==> src/rtl/rx_huge_page_sched.sv <==
// rx_huge_page_sched: hands out write space in two alternating RX huge pages, then closes and frees each page
module rx_huge_page_sched #(
   parameter int PAGE_SIZE_LOG2 = 21,
   parameter int HDR_BYTES      = 128,
   parameter int IDLE_TIMEOUT   = 1024
) (
   input  logic        trn_clk,
   input  logic        reset,
   input  logic [63:0] huge_page_addr_1,
   input  logic [63:0] huge_page_addr_2,
   input  logic        huge_page_status_1,
   input  logic        huge_page_status_2,
   output logic        huge_page_free_1,
   output logic        huge_page_free_2,
   input  logic        alloc_req,
   input  logic [13:0] alloc_len,
   output logic        alloc_gnt,
   output logic [63:0] alloc_addr,
   input  logic        wr_done,
   output logic        close_req,
   output logic [63:0] close_addr,
   output logic [31:0] close_bytes,
   input  logic        close_ack,
   output logic        cur_page
);
   localparam int OW = PAGE_SIZE_LOG2 + 1;
   localparam int IW = $clog2(IDLE_TIMEOUT + 1);
   localparam logic [31:0] PAGE_BYTES = 32'(1) << PAGE_SIZE_LOG2;
   typedef enum logic [2:0] {WAIT, ACTIVE, DRAIN, CLOSE, FREE} state_t;
   state_t state;
   logic [OW-1:0] offset;
   logic [7:0] outstanding;
   logic [IW-1:0] idle;
   logic [63:0] base;
   logic [31:0] next_off;
   logic req_pend, fits, grant, dec;
   always_comb begin
      base     = cur_page ? huge_page_addr_2 : huge_page_addr_1;
      next_off = 32'(offset) + 32'(alloc_len);
      req_pend = alloc_req && !alloc_gnt;
      fits     = next_off <= PAGE_BYTES;
      grant    = state == ACTIVE && req_pend && fits && outstanding != 8'hff;
      dec      = wr_done && outstanding != 8'd0;
   end
   always_ff @(posedge trn_clk) begin
      if (reset) begin
         state            <= WAIT;
         cur_page         <= 1'b0;
         offset           <= OW'(HDR_BYTES);
         outstanding      <= 8'd0;
         idle             <= '0;
         alloc_gnt        <= 1'b0;
         alloc_addr       <= 64'd0;
         close_req        <= 1'b0;
         close_addr       <= 64'd0;
         close_bytes      <= 32'd0;
         huge_page_free_1 <= 1'b0;
         huge_page_free_2 <= 1'b0;
      end else begin
         alloc_gnt        <= grant;
         huge_page_free_1 <= 1'b0;
         huge_page_free_2 <= 1'b0;
         outstanding      <= outstanding + 8'(grant) - 8'(dec);
         if (grant) begin
            alloc_addr <= base + 64'(offset);
            offset     <= OW'(next_off);
         end
         case (state)
            WAIT: if (cur_page ? huge_page_status_2 : huge_page_status_1) begin
               state  <= ACTIVE;
               offset <= OW'(HDR_BYTES);
               idle   <= '0;
            end
            ACTIVE: if (grant) idle <= '0;
            else begin
               if (idle != IW'(IDLE_TIMEOUT)) idle <= idle + 1'b1;
               // an oversized request stays pending and is served from the next page
               if (req_pend && !fits) state <= DRAIN;
               else if (idle == IW'(IDLE_TIMEOUT) && offset > OW'(HDR_BYTES)) state <= DRAIN;
            end
            DRAIN: if (outstanding == 8'd0) begin
               state       <= CLOSE;
               close_req   <= 1'b1;
               close_addr  <= base;
               close_bytes <= 32'(offset) - 32'(HDR_BYTES);
            end
            CLOSE: if (close_ack) begin
               state            <= FREE;
               close_req        <= 1'b0;
               huge_page_free_1 <= !cur_page;
               huge_page_free_2 <= cur_page;
            end
            FREE: begin
               state    <= WAIT;
               cur_page <= !cur_page;
            end
            default: state <= WAIT;
         endcase
      end
   end
endmodule

==> config.mk <==
export PLATFORM = sky130hd
export DESIGN_NAME = rx_huge_page_sched
export DESIGN_NICKNAME = d
export VERILOG_FILES = /design/src/rtl/rx_huge_page_sched.sv
export SDC_FILE = /design/constraint.sdc
export NUM_CORES = 1
export LEC_CHECK = 0
export BUFFER_PORTS_ARGS = -buffer_cell sky130_fd_sc_hd__clkbuf_2
export CAP_MARGIN = 5
export CORE_MARGIN = 3
export CORE_UTILIZATION = 54
export CTS_BUF_LIST = sky130_fd_sc_hd__clkbuf_16
export CTS_CLUSTER_SIZE = 14
export DETAILED_ROUTE_END_ITERATION = 10
export PLACE_DENSITY_LB_ADDON = 0.15
export SLEW_MARGIN = 20
export SYNTH_ARGS = -nofsm -noshare
export SYNTH_HDL_FRONTEND = slang
export SYNTH_SLANG_ARGS = --single-unit
==> constraint.sdc <==
create_clock -name trn_clk -period 7 [get_ports trn_clk]
set_input_delay 0.7 -clock trn_clk [delete_from_list [all_inputs] [get_ports trn_clk]]
set_output_delay 0.7 -clock trn_clk [all_outputs]
set_load 0.02 [all_outputs]
==> flow_summary.json <==
{
  "drt_iter0_markers": 952,
  "fin_hold_ws_ps": 453.9,
  "cp.required_ps": 7300,
  "synthTopCellsByArea": "dfxtp_1, a21oi_1, ha_1, o21ai_0, a211oi_1",
  "wl_per_cell_um": 19.62,
  "num-fill-cells": 2006,
  "synth_top_flop_cell": "dfxtp_1",
  "antenna_cells": 0,
  "syn-mean-instance-area_um2": 8.004,
  "synth_commonest_cells": "dfxtp_1, a21oi_1, nor2_1",
  "skew_ps": 17.12,
  "cts-hold-fix-buffers": 0,
  "crit_path_end_kind": "flip-flop",
  "slowest_stage": "dfxtp_1",
  "outcome": "completed",
  "syn_inst": 1550,
  "arrival_ps": 5530,
  "clk_latency_ps": 450,
  "yosys_warnings": 0,
  "die_width_um": 157.6,
  "worst_ir_drop_vdd_v": 0.0001495,
  "power_density_nw_per_um2": 240.6,
  "slowest_delay_ps": 610,
  "setup_viol": 0,
  "portBuffers": 313,
  "die_y_um": 157.6,
  "synth-edff-count": 0,
  "final_area_um2": 14470,
  "crit_type": "reg2reg",
  "rows": 54,
  "grt_antenna_before_repair": 1,
  "cts-resized-gates": 0,
  "core_region_area_um2": 22230,
  "drc": 0,
  "synth_nets": 1755,
  "clockBufferDepth": 2,
  "grt.overflow.total": 0,
  "dpl_cell_area_um2": 13910,
  "maxSlewViolCount": 0,
  "setup_ws_ps": 1770,
  "synth_top_area_share": 0.3227,
  "cts_setup_buffers": 0,
  "cts_max_level": 4,
  "crit_family": "compound AO/OA/AOI/OAI gates",
  "io_pins": 314,
  "place_congestion": 0.9023,
  "nets": 1976,
  "layout-drive-gt1-share": 0.2326,
  "path_clk_slew_ps": 80,
  "hold_viol": 0,
  "fmax_mhz": 191.2,
  "numCtsBuffers": 17,
  "synth_cell_types": 81,
  "p_leak_nw": 5.602,
  "synth-async-reset-ratio": 0,
  "vias": 12700,
  "cts_tree": "yes",
  "grt_first_pass_wirelength_mm": 62.33,
  "yosysSeqAreaShare": 0.3227,
  "startpoint_type": "flip-flop",
  "cp_common_cell": "nor2_1",
  "dp.cells": 2032,
  "final.period_utilization": 0.7472,
  "place_ws_ps": 1475,
  "setup_tns_ps": 0,
  "worst_slew_pin_slew_ps": 1031,
  "ys_ff_latch": 200,
  "grt_usage": 0.3129,
  "finalWirelength_mm": 40.49,
  "worstPathCellList": "ha_1 -> nand4_1 -> nor3_1 -> a22oi_1 -> a211oi_1 -> mux2i_1 -> nand4_1 -> o21a_2 -> nor2_1 -> inv_1 -> ha_1 -> inv_1 -> ha_1 -> fa_1 -> a21oi_1 -> o21bai_1 -> a21oi_1 -> nor2_1 -> nor2_1 -> xor2_1 -> nor2_1",
  "via_per_inst": 6.152,
  "area_growth_pct": 16.61,
  "firstDrtPassIters": 5,
  "root_buffer": "clkbuf_16",
  "initial_core_util": 0.5581,
  "grt_max_degree": 102,
  "instances_no_fill": 2064,
  "rsz0062_at_grt": "false",
  "maxCapViolCount": 0,
  "ant_nets": 0,
  "cts.sink_count": 200,
  "die_area_um2": 24830,
  "period_needed_ps": 5230,
  "yosysMostFrequentCell": "dfxtp_1",
  "path_max_fanout": 26,
  "synth_area_um2": 12410,
  "path_buf_inv": 2,
  "grt_pass1_vias": 11880,
  "synth_top_cell_by_area": "dfxtp_1",
  "min_path_type": "reg2reg",
  "dp_hpwl_mm": 29.75,
  "relSlewSlack": 0.3064
}
[layer usage]
| layer | up-vias | part of all wire | wire length, um | GRT usage |
|---|---|---|---|---|
| li1 | 6118 | - | - | - |
| met1 | 5933 | 0.41 | 16760 | 0.3935 |
| met2 | 556 | 0.48 | 19490 | 0.5390 |
| met3 | 88 | 0.075 | 3021 | 0.06096 |
| met4 | 2 | 0.030 | 1213 | 0.1066 |
| met5 | - | 0.00022 | 9 | 0 |
[worst register-to-register path, stage by stage (launching register included)]
cell and delay, ps:
dfxtp_1 610, ha_1 420, nand4_1 200, nor3_1 220, a22oi_1 180, a211oi_1 510, mux2i_1 320, nand4_1 200
o21a_2 410, nor2_1 200, inv_1 80, ha_1 280, inv_1 40, ha_1 200, fa_1 410, a21oi_1 170
o21bai_1 110, a21oi_1 170, nor2_1 60, nor2_1 110, xor2_1 150, nor2_1 50
[placed cells by master, fill, tap and decap left out, drive strengths merged, types with 11 or more instances in the layout]
master and n:
clkbuf 329, dfxtp 200, a21oi 158, nor2 118, nand2 112, o21ai 112, nand3 81, a211oi 70
xnor2 55, ha 53, inv 53, mux2i 43, nand4 31, mux2 29, nor3 28, xor2 23
o211ai 22, nor4 20, a31oi 18, nand2b 15, and3 14, buf 13, nor2b 11, a21o 11
and2 11, or4 11, o21a 11
[final cells by class]
class | instances | area [um^2] | share of cell area
multi-input cells | 1183 | 7724 | 0.5339
flip-flops and latches | 200 | 4008 | 0.2770
repair buffers | 325 | 1663 | 0.1149
clock buffers | 17 | 425.4 | 0.02940
well taps | 280 | 350.3 | 0.02422
inverters | 44 | 165.2 | 0.01142
clock inverters | 15 | 132.6 | 0.009167
[metrics by stage]
| stage | util | power [mW] |
|---|---|---|
| after detailed placement | 0.6257 | 2.514 |
| after floorplan | - | 2.164 |
| after global routing | 0.6509 | 3.659 |
| after global placement | 0.6257 | 2.493 |
| after CTS | 0.6509 | 3.473 |
| final | 0.6509 | 3.480 |
[logic make-up (layout without fill, tap and decap cells)]
logic type / count (synthesis) / after routing / share of synthesized area
simple gates: 501 / 501 / 0.2053
buf+inv: 167 / 401 / 0.05738
flops: 200 / 200 / 0.3227
mux: 72 / 72 / 0.06101
xor+xnor: 78 / 78 / 0.05506
compound gates: 476 / 476 / 0.2402
fa+ha+maj: 56 / 56 / 0.05829
[sequential cells by signal, summed over array words and instances, names as in the netlist, 3 cells and up]
signal       flops
alloc_addr      64
close_bytes     23
outstanding      8
offset          22
close_addr      64
idle            11
state            3
[power by group]
part	switching [mW]	total, mW	leakage (nW)	internal, mW
logic	0.722	1.15	3.70	0.428
registers	0.0983	1.35	1.62	1.25
clock network	0.506	0.977	0.280	0.471
total	1.33	3.48	5.60	2.15
[final timing paths]
path | from | endpoint | slack, ps | depth (start not counted)
setup / recovery | offset[11]$_SDFF_PP0_ | outstanding[6]$_SDFF_PP0_ | 1770 | 21
hold / removal | close_bytes[4]$_SDFFE_PP0P_ | close_bytes[4]$_SDFFE_PP0P_ | 450 | 2
setup reg to reg | offset[11]$_SDFF_PP0_ | outstanding[6]$_SDFF_PP0_ | 1770 | 21
hold reg to reg | close_bytes[4]$_SDFFE_PP0P_ | close_bytes[4]$_SDFFE_PP0P_ | 450 | 2
Power figures use the tool's default switching activity.
